**src/rtl/ctrl_seq_unit_if.sv**
```systemverilog
// ----------------------------------------------------------------------------
// ctrl_seq_unit_if
// Instruction-memory fetch bus between the sequencer and instruction memory.
//
// Signals:
//   imem_req    sequencer -> memory  fetch request, held for the whole fetch
//   imem_addr   sequencer -> memory  fetch address, stable while imem_req=1
//   imem_rdata  memory -> sequencer  instruction word
//   imem_valid  memory -> sequencer  imem_rdata is valid in this cycle
//
// Modports:
//   master  the sequencer side (drives req/addr)
//   slave   the instruction-memory side (drives rdata/valid)
// ----------------------------------------------------------------------------
interface ctrl_seq_unit_if #(
    parameter int AW = 8,
    parameter int IW = 24
);

    logic          imem_req;
    logic [AW-1:0] imem_addr;
    logic [IW-1:0] imem_rdata;
    logic          imem_valid;

    modport master (
        output imem_req,
        output imem_addr,
        input  imem_rdata,
        input  imem_valid
    );

    modport slave (
        input  imem_req,
        input  imem_addr,
        output imem_rdata,
        output imem_valid
    );

endinterface

```
**src/rtl/ctrl_seq_unit.sv**
```systemverilog
// ----------------------------------------------------------------------------
// ctrl_seq_unit
// Instruction sequencer for the 8-register ALU/branch core. Fetches a 24-bit
// instruction word at the core's instruction pointer, decodes it into the
// core's control lines and issues one commit strobe per instruction.
// Supports free-run, single-step, halt (HLT instruction) and a fetch-timeout
// fault. HALT and FAULT are sticky until reset.
//
// Ports:
//   clk, rst      clock (rising edge), synchronous active-high reset
//   run           level: fetch/execute continuously
//   step          one-cycle pulse: execute one instruction from IDLE when run=0
//   pc_in         core instruction pointer, sampled on entry to FETCH
//   imem          fetch bus (master side): req/addr out, rdata/valid in
//   mem_inst, alu_inst, jmp_inst   instruction-class lines
//   ms            regbank mode: 00 ALU, 01 REG, 10 IMM, 11 MEM
//   irs           ALU B operand select: 0 register, 1 immediate
//   rs, ar, bs    destination / A-source / B-source register selects
//   op            ALU opcode or branch condition
//   imm           immediate or branch target
//   core_step     core commits the current control vector this cycle
//   busy          sequencer is mid-instruction (FETCH/DECODE/EXEC)
//   halted        HLT instruction reached
//   fault         fetch timed out
//   inst_cnt      retired-instruction counter (wraps)
// ----------------------------------------------------------------------------
module ctrl_seq_unit #(
    parameter int IW            = 24,
    parameter int AW            = 8,
    parameter int FETCH_TIMEOUT = 15,
    parameter int CNT_W         = 16
) (
    input  logic                 clk,
    input  logic                 rst,
    input  logic                 run,
    input  logic                 step,
    input  logic [AW-1:0]        pc_in,
    ctrl_seq_unit_if.master      imem,
    output logic                 mem_inst,
    output logic                 alu_inst,
    output logic                 jmp_inst,
    output logic [1:0]           ms,
    output logic                 irs,
    output logic [2:0]           rs,
    output logic [2:0]           ar,
    output logic [2:0]           bs,
    output logic [3:0]           op,
    output logic [7:0]           imm,
    output logic                 core_step,
    output logic                 busy,
    output logic                 halted,
    output logic                 fault,
    output logic [CNT_W-1:0]     inst_cnt
);

    localparam int TW = $clog2(FETCH_TIMEOUT + 1);

    typedef enum logic [2:0] {
        ST_IDLE,
        ST_FETCH,
        ST_DECODE,
        ST_EXEC,
        ST_HALT,
        ST_FAULT
    } state_t;

    // Full control vector presented to the core.
    typedef struct packed {
        logic       mem;
        logic       alu;
        logic       jmp;
        logic [1:0] ms;
        logic       irs;
        logic [2:0] rs;
        logic [2:0] ar;
        logic [2:0] bs;
        logic [3:0] op;
        logic [7:0] imm;
    } ctrl_t;

    state_t        state;
    logic [IW-1:0] ir;
    logic [TW-1:0] tcnt;
    ctrl_t         ctrl;

    // Translates one instruction word into the core's control vector.
    // Class 00 ALU, 01 MOVR, 10 MOVI, 11 JMP/SYS; class 11 with OP=1111 is
    // HLT and drives nothing at all.
    function automatic ctrl_t decode_word(input logic [IW-1:0] w);
        ctrl_t c;
        c     = '0;
        c.op  = w[21:18];
        c.rs  = w[17:15];
        c.ar  = w[14:12];
        c.bs  = w[11:9];
        c.irs = w[8];
        c.imm = w[7:0];
        case (w[23:22])
            2'b00: begin
                c.mem = 1'b1;
                c.alu = 1'b1;
                c.ms  = 2'b00;
            end
            2'b01: begin
                c.mem = 1'b1;
                c.ms  = 2'b01;
                c.irs = 1'b0;
                c.op  = 4'b0000;
            end
            2'b10: begin
                c.mem = 1'b1;
                c.ms  = 2'b10;
                c.irs = 1'b1;
            end
            default: begin
                if (w[21:18] == 4'b1111) begin
                    c = '0;
                end else begin
                    c.jmp = 1'b1;
                    c.ms  = 2'b00;
                end
            end
        endcase
        return c;
    endfunction

    // Main sequencer: one state register plus every output registered
    // alongside it, so the core never sees decode glitches.
    // The control vector is first loaded from the fetched word as it is
    // latched into IR, so it is already valid during DECODE; it is reloaded
    // from IR on the way into EXEC and cleared when leaving EXEC.
    // The timeout counter counts FETCH cycles without imem_valid; the
    // FETCH_TIMEOUT-th such cycle moves to FAULT.
    always_ff @(posedge clk) begin
        if (rst) begin
            state          <= ST_IDLE;
            ir             <= '0;
            tcnt           <= '0;
            ctrl           <= '0;
            imem.imem_req  <= 1'b0;
            imem.imem_addr <= '0;
            core_step      <= 1'b0;
            busy           <= 1'b0;
            halted         <= 1'b0;
            fault          <= 1'b0;
            inst_cnt       <= '0;
        end else begin
            core_step <= 1'b0;
            case (state)
                ST_IDLE: begin
                    if (run || step) begin
                        state          <= ST_FETCH;
                        imem.imem_req  <= 1'b1;
                        imem.imem_addr <= pc_in;
                        tcnt           <= '0;
                        busy           <= 1'b1;
                    end
                end

                ST_FETCH: begin
                    if (imem.imem_valid) begin
                        state         <= ST_DECODE;
                        ir            <= imem.imem_rdata;
                        ctrl          <= decode_word(imem.imem_rdata);
                        tcnt          <= '0;
                        imem.imem_req <= 1'b0;
                    end else if (tcnt == TW'(FETCH_TIMEOUT - 1)) begin
                        state         <= ST_FAULT;
                        tcnt          <= '0;
                        imem.imem_req <= 1'b0;
                        busy          <= 1'b0;
                        fault         <= 1'b1;
                    end else begin
                        tcnt <= tcnt + TW'(1);
                    end
                end

                ST_DECODE: begin
                    if (ir[23:22] == 2'b11 && ir[21:18] == 4'b1111) begin
                        state  <= ST_HALT;
                        ctrl   <= '0;
                        busy   <= 1'b0;
                        halted <= 1'b1;
                    end else begin
                        state     <= ST_EXEC;
                        ctrl      <= decode_word(ir);
                        core_step <= 1'b1;
                        inst_cnt  <= inst_cnt + CNT_W'(1);
                    end
                end

                ST_EXEC: begin
                    ctrl <= '0;
                    if (run) begin
                        state          <= ST_FETCH;
                        imem.imem_req  <= 1'b1;
                        imem.imem_addr <= pc_in;
                        tcnt           <= '0;
                    end else begin
                        state <= ST_IDLE;
                        busy  <= 1'b0;
                    end
                end

                ST_HALT, ST_FAULT: begin
                    state <= state;
                end

                default: begin
                    state         <= ST_IDLE;
                    ctrl          <= '0;
                    imem.imem_req <= 1'b0;
                    busy          <= 1'b0;
                end
            endcase
        end
    end

    // Control lines come straight from the registered control vector.
    assign mem_inst = ctrl.mem;
    assign alu_inst = ctrl.alu;
    assign jmp_inst = ctrl.jmp;
    assign ms       = ctrl.ms;
    assign irs      = ctrl.irs;
    assign rs       = ctrl.rs;
    assign ar       = ctrl.ar;
    assign bs       = ctrl.bs;
    assign op       = ctrl.op;
    assign imm      = ctrl.imm;

endmodule

```
**src/flat_wrapper.sv**
```systemverilog
// flat-port wrapper written by rule: the top's interface ports become plain ports
module ctrl_seq_unit_flat 
#(
    parameter int IW            = 24,
    parameter int AW            = 8,
    parameter int FETCH_TIMEOUT = 15,
    parameter int CNT_W         = 16
)
  (clk, rst, run, step, pc_in, mem_inst, alu_inst, jmp_inst, ms, irs, rs, ar, bs, op, imm, core_step, busy, halted, fault, inst_cnt, imem_imem_req, imem_imem_addr, imem_imem_rdata, imem_imem_valid);
  ctrl_seq_unit_if #(.AW(AW), .IW(IW)) imem_i ();
  input  logic clk;
  input  logic rst;
  input  logic run;
  input  logic step;
  input  logic [AW-1:0] pc_in;
  output logic mem_inst;
  output logic alu_inst;
  output logic jmp_inst;
  output logic [1:0] ms;
  output logic irs;
  output logic [2:0] rs;
  output logic [2:0] ar;
  output logic [2:0] bs;
  output logic [3:0] op;
  output logic [7:0] imm;
  output logic core_step;
  output logic busy;
  output logic halted;
  output logic fault;
  output logic [CNT_W-1:0] inst_cnt;
  output wire logic [$bits(imem_i.imem_req)-1:0] imem_imem_req;
  output wire logic [$bits(imem_i.imem_addr)-1:0] imem_imem_addr;
  input wire logic [$bits(imem_i.imem_rdata)-1:0] imem_imem_rdata;
  input wire logic [$bits(imem_i.imem_valid)-1:0] imem_imem_valid;
  assign imem_imem_req = imem_i.imem_req;
  assign imem_imem_addr = imem_i.imem_addr;
  assign imem_i.imem_rdata = imem_imem_rdata;
  assign imem_i.imem_valid = imem_imem_valid;
  ctrl_seq_unit #(.IW(IW), .AW(AW), .FETCH_TIMEOUT(FETCH_TIMEOUT), .CNT_W(CNT_W)) u_core (.clk(clk), .rst(rst), .run(run), .step(step), .pc_in(pc_in), .imem(imem_i), .mem_inst(mem_inst), .alu_inst(alu_inst), .jmp_inst(jmp_inst), .ms(ms), .irs(irs), .rs(rs), .ar(ar), .bs(bs), .op(op), .imm(imm), .core_step(core_step), .busy(busy), .halted(halted), .fault(fault), .inst_cnt(inst_cnt));
endmodule
```
**config.mk**
```make
export PLATFORM = sky130hd
export DESIGN_NAME = ctrl_seq_unit_flat
export DESIGN_NICKNAME = d
export VERILOG_FILES = /design/src/rtl/ctrl_seq_unit_if.sv /design/src/rtl/ctrl_seq_unit.sv /design/src/flat_wrapper.sv
export SDC_FILE = /design/constraint.sdc
export NUM_CORES = 1
export LEC_CHECK = 0
export CAP_MARGIN = 10
export CORE_MARGIN = 1
export CORE_UTILIZATION = 40
export DETAILED_ROUTE_END_ITERATION = 16
export PLACE_DENSITY = 0.67
export RECOVER_POWER = 50
export SYNTH_ARGS = -nofsm -noshare
export SYNTH_HDL_FRONTEND = slang
export SYNTH_SLANG_ARGS = --single-unit
```
**constraint.sdc**
```tcl
create_clock -name clk -period 1.9 [get_ports clk]
set_input_delay 0.19 -clock clk [delete_from_list [all_inputs] [get_ports clk]]
set_output_delay 0.19 -clock clk [all_outputs]
set_load 0.1 [all_outputs]
```
# ---- Yosys cells after proc, flatten, opt, wreduce, memory -nomap -nowiden
# Index checks and enable logic that the tools add are counted.
dict set report classes {
  n_addsub 2
  eq_ne 21
  muxes 47
  bitwise_logic 6
  n_reduce_logical 25
}
# operator n
set op_table {}
lappend op_table {{one-hot mux 27 bit (3 select lines)} 1}
lappend op_table {{2-to-1 mux 27 bit} 2}
lappend op_table {{2-to-1 mux 22 bit} 2}
lappend op_table {{2-to-1 mux 8 bit} 4}
lappend op_table {{2-to-1 mux 3 bit} 6}
lappend op_table {{2-to-1 mux 9 bit} 2}
lappend op_table {{adder 16 x 1 -> 16 bit (second input constant)} 1}
lappend op_table {{2-to-1 mux 4 bit} 4}
lappend op_table {{one-hot mux 4 bit (2 select lines)} 2}
lappend op_table {{one-hot mux 8 bit (2 select lines)} 1}
lappend op_table {{2-to-1 mux 1 bit} 15}
lappend op_table {{one-hot mux 3 bit (5 select lines)} 1}
lappend op_table {{== test 4 bit (second input constant)} 3}
lappend op_table {{one-hot mux 2 bit (3 select lines)} 2}
lappend op_table {{one-hot mux 4 bit (3 select lines)} 1}
lappend op_table {{AND reduction 3 bit} 4}
lappend op_table {{OR reduction 3 bit} 4}
lappend op_table {{!= test 2 bit (second input constant)} 4}
lappend op_table {{AND reduction 2 bit} 4}
lappend op_table {{OR reduction 2 bit} 4}
lappend op_table {{== test 2 bit (second input constant)} 3}
lappend op_table {{== test 3 x 2 -> 1 bit (second input constant)} 2}
lappend op_table {{== test 3 bit (second input constant)} 2}
lappend op_table {{!= test 2 x 1 -> 1 bit (second input constant)} 3}
lappend op_table {{other kinds (16)} 24}
dict set report word_totals {
  register_bits 87
  inputBits 37
  out_inout_bits 56
  word_cells 121
}

# ---- Depth between registers and ports, before layout
dict set report depth {
  ltp_word 5
  depth_mapped 7
  ltp_nobuf 6
}

# ---- Worst setup path after synthesis
# No wires, ideal clock.
dict set report synth_path {
  path_kind {reg-to-reg}
  from {register u_core.inst_cnt[0]}
  to {register u_core.inst_cnt[10]}
  setup_time_ns 0.070
  t_arrival_ns 2.140
  required_time_ns 1.830
  path_slack_ns -0.310
  path_stages_with_launch 7
  path_buffers 1
  synth_period_minus_slack_ns 2.210
  cell_sequence {dfxtp_1 > ha_1 > and3_1 > o211ai_2 > buf_6 > or3_1 > a21oi_1}
}
dict set report synth_between {
  elab_chain_cells 1
}
# item line
set synth_rtl {}
lappend synth_rtl {{from (decl)} ctrl_seq_unit.sv:53} ;# output logic [CNT_W-1:0] inst_cnt
lappend synth_rtl {{from (signal assigned)} ctrl_seq_unit.sv:188} ;# inst_cnt <= inst_cnt + CNT_W'(1);
lappend synth_rtl {{adder 16 x 1 -> 16 bit} ctrl_seq_unit.sv:188}
# No other way between the ends.
# A chain may end at the register's enable or synchronous reset.

# ---- Worst setup path in the final report
dict set report layout_path {
  from {register u_core.state[1]}
  to {register u_core.inst_cnt[11]}
}
dict set report layout_between {
  elab_chain_cells 2
}
# item line
set layout_rtl {}
lappend layout_rtl {{from (decl)} ctrl_seq_unit.sv:81} ;# state_t state;
lappend layout_rtl {{from (signal assigned)} ctrl_seq_unit.sv:206} ;# state <= state;
lappend layout_rtl {{== test 3 x 2 -> 1 bit} ctrl_seq_unit.sv:149} ;# case (state)
lappend layout_rtl {{AND reduction 2 bit (no line)} n/a}
# No other way between the ends.

==> summary.txt <==
Critical path
  • Worst-path fanout max: 8
  • Cell count along the critical path: 4
  • CP Launch Type: flop
  • CP Capture Type: flop
  • R2R setup slack: 0.14 ns
  • Critical Path AT: 2.04 ns
  • Worst reg2reg path depth: 4
  • Worst path cell trace: nor3b_4, o211ai_4, or4_1, a21oi_1
  • Crit path buffers/inverters: 0
  • Worst EP required: 2.18 ns
  • Crit-path max cell delay: slightly below 0.5 ns
  • CP delay by family, top: simple AND/OR/NAND/NOR gates
  • Worst R2R End: u_core.inst_cnt[11]
  • CP Class: flop to flop
  • Worst path slowest cell: or4_1
  • R2r startpoint: u_core.state[1]

Yosys
  • Syn Std Cell Area: 3820 sq um
  • Post-synth cell types: 55
  • Mux contribution to synthesized area: 0.262%
  • Dominant cell type by area after synthesis: dfxtp_1
  • Main combinational cell family by area after synthesis: compound AO/OA/AOI/OAI gates
  • Synth Area in Compound Gates: about a quarter
  • Ys flop type: dfxtp_1
  • Simple-Gate Fraction of Synth Area: 21.0%
  • Yosys synthesis warning count: 0
  • Syn Inst Count: around 460
  • Synth Area per Inst: 8.36 sq um
  • Ys async rst share: 0%
  • Synth Register Bits: 87
  • Synth Net Count: 497
  • Post-synth top area share: a little under half
  • Adder-cell share of the synthesized area: 0.982%
  • Sequential fraction of the synthesis area: 45.6%
  • Post-synth EDFFs: 0
  • Largest cells by area after synthesis: dfxtp_1 46%, nand2_1 8.3%, a21oi_1 6.5%
  • Post-Synth XOR/XNOR Area: 1.37%

Clock network
  • Htree depth: 3
  • CTS tree: done
  • Clk pin slew, worst setup/hold paths: 0.08 ns
  • Hold Buf Count CTS: 0
  • Cts bufs inserted: 9
  • Setup repair bufs after CTS: 0
  • Clock buffer depth: 2
  • Clock Tree Root: clkbuf_8
  • Clock sink total: between 80 and 90
  • Clk Latency, worst-skew pair: roughly 0.36 ns
  • PostCTS Resize Cnt: 0

GRT
  • Met3 usage: roughly 4.3%
  • Global route hottest layer: met2
  • M2 GR Usage: 32.2%
  • GR Util met1: 27.3%
  • Largest net degree at the start of global routing: 34
  • Antenna violations before repair: 0
  • Vias in the first global route: 3358
  • First-pass GRT wire length: between 15 and 20 mm
  • GRT Residual Overflow: 0
  • Total GRT Usage: 20.5%

STA
  • F_max: about 570 MHz
  • PnR worst setup slack: 0.143 ns
  • Shortest period the worst path allows: between 1.5 and 2 ns
  • Rel. slew slack: 62.7%
  • RSZ-0062 raised after global routing: yes
  • Crit share post-route: approximately 92%
  • Slew Limit Fails: 0
  • Slew @ Worst Pin: around 0.56 ns
  • Setup Viol. Count Final: 0
  • Final hold slack: 0.188 ns
  • Hold Vio Cnt, Final: 0
  • Clock Skews: 0.0150 ns

Floorplanning
  • Top Ports: 93
  • Rows: 35
  • Full die area: ~10000 sq um
  • Core area: 9240 sq um
  • Die Span X: ~100 microns
  • Initial core utilization: 41.4%
  • Die height: about 100 microns

Min path
  • Hold crit path type: input port to flop
  • Worst Hold Depth: 2
  • Hold path endpoint: u_core.imem.imem_addr[2]
  • HP Start: rst

Power
  • Clock power frac: 26.3%
  • Switch share: 39.5%
  • Psw: 2.00 mW
  • Power per cell area: 1040 nW/um^2
  • Total Power: 5.06 mW
  • Reg power frac: 41.3%
  • Leak: about 1.8 nW
  • Max VDD drop: 0.733 mV
  • Internal: around 3 mW
  • Logic pwr share: 32.5%

Cells and area
  • Area of all sequential standard cells: 1760 sq um
  • End-of-flow core utilization: between 50% and 60%
  • Nets: just under 600
  • Design area: 4890 sq um
  • Area growth syn-to-layout: 27.9%
  • Number of fill cells: 903
  • Share of cells above drive strength 1: 21.6%
  • Multi-input logic area: 1900 sq um
  • ANT cells: 0

Detailed routing
  • DRC viols: 0
  • Antenna Violating Nets Remaining: 0
  • WL final: between 9 and 10 mm
  • Wire per inst: 14.1 microns
  • Initial drt markers: 163
  • Detailed Routing Iterations Pass 1: 4
  • Vias: 3671
  • Vias per Instance: 5.37

Placed design
  • Port bufs: 92
  • Post-DP HPWL: 6.85 mm
  • Routability cong.: between 0.8 and 0.9
  • Placed Area: 4820 sq um
  • Post-Place Setup Slack: 0.00539 ns

Flow run
  • Max-Cap Viols: 0

Outcome
  • Status: finished, final reports clean
synth_stat cells (2+ instances only):
cell type and n:
a211oi_1 7, a21o_1 2, a21oi_1 50, a22oi_1 19
a311oi_1 3, a31oi_4 2, a32oi_1 4, and3_1 2
and4_1 5, buf_2 8, buf_6 4, clkbuf_1 20
dfxtp_1 87, ha_1 3, inv_1 9, nand2_1 85
nand3_1 13, nand3b_1 2, nand4_1 5, nor2_1 21
nor2b_1 2, nor3_1 6, o2111ai_1 2, o211ai_1 3
o21ai_0 41, o21ai_1 3, o21bai_1 3, o22ai_1 2
o31ai_1 3, or3_1 9, or3b_1 2, or4_1 3
xnor2_1 3, xor2_1 3
final cells by class:
cell class	instances	share of cell area, %
Clock buffer	9	2.53
Clock inverter	7	1.59
Inverter	10	0.768
Multi-Input combinational cell	328	38.8
Sequential cell	87	35.9
Tap cell	129	3.30
Timing Repair Buffer	114	17.0
cells in the final DEF, fill, tap and decap left out, drive strengths merged, types with 4 or more instances in the layout:
cell	count
dfxtp	87
nand2	85
clkbuf	67
a21oi	50
o21ai	44
clkdlybuf4s50	35
nor2	22
buf	21
a22oi	19
nand3	13
inv	12
or3	9
a211oi	8
nor3	6
nand4	5
and4	5
o211ai	5
a32oi	4
state kept, by name (all words and copies together), names as in the netlist, 3 cells and up:
name	count
u_core.bs	3
u_core.op	4
u_core.ar	3
u_core.imem.imem_addr	8
u_core.state	3
u_core.imm	8
u_core.rs	3
u_core.inst_cnt	16
u_core.ir	24
u_core.tcnt	4
worst max path at each step:
stage                         from                        to  slack [ns]
6_report           u_core.state[1]       u_core.inst_cnt[11]        0.14
4_1_cts            u_core.state[1]        u_core.inst_cnt[8]        0.12
3_5_place_dp                   run  u_core.imem.imem_addr[4]       0.005
2_1_floorplan  u_core.inst_cnt[12]       u_core.inst_cnt[15]        0.04
3_3_place_gp                   run  u_core.imem.imem_addr[6]        0.08
5_1_grt            u_core.state[1]       u_core.inst_cnt[10]       -0.04
through the flow:
stage / cells / TNS [ns]
6_report: 684 / 0
5_1_grt: 684 / -0.0400
4_1_cts: 684 / 0
3_5_place_dp: 668 / 0
3_3_place_gp: 668 / 0
2_1_floorplan: 457 / 0
metal layers:
layer | vias up | part of all wire, % | routed length [microns]
li1 | 1824 | - | -
met1 | 1740 | 47 | 4520
met2 | 92 | 47 | 4520
met3 | 15 | 4.3 | 411
met4 | 0 | 1.9 | 179
met5 | - | 0 | 0
worst register-to-register path: stages, from the launching register on:
cell and delay [ns]:
dfxtp_1 0.48, nor3b_4 0.39, o211ai_4 0.18, or4_1 0.49
a21oi_1 0.15
cells by family (layout without fill, tap and decap cells):
| family | count (synthesis) | in the layout |
|---|---|---|
| simple gates | 165 | 165 |
| compound gates | 153 | 153 |
| flops | 87 | 87 |
| buf+inv | 42 | 140 |
| xor+xnor | 6 | 6 |
| fa+ha+maj | 3 | 3 |
| mux | 1 | 1 |
power groups by stage:
stage / clock network [mW] / registers (mW) / logic, mW
after floorplan: 0 / 2.69 / 0.666
after global placement: 0 / 2.13 / 1.68
after detailed placement: 0 / 2.13 / 1.69
after CTS: 1.37 / 2.09 / 1.70
after global routing: 1.44 / 2.11 / 1.77
final: 1.33 / 2.09 / 1.64
No activity file was read; power rests on OpenSTA's default activity.
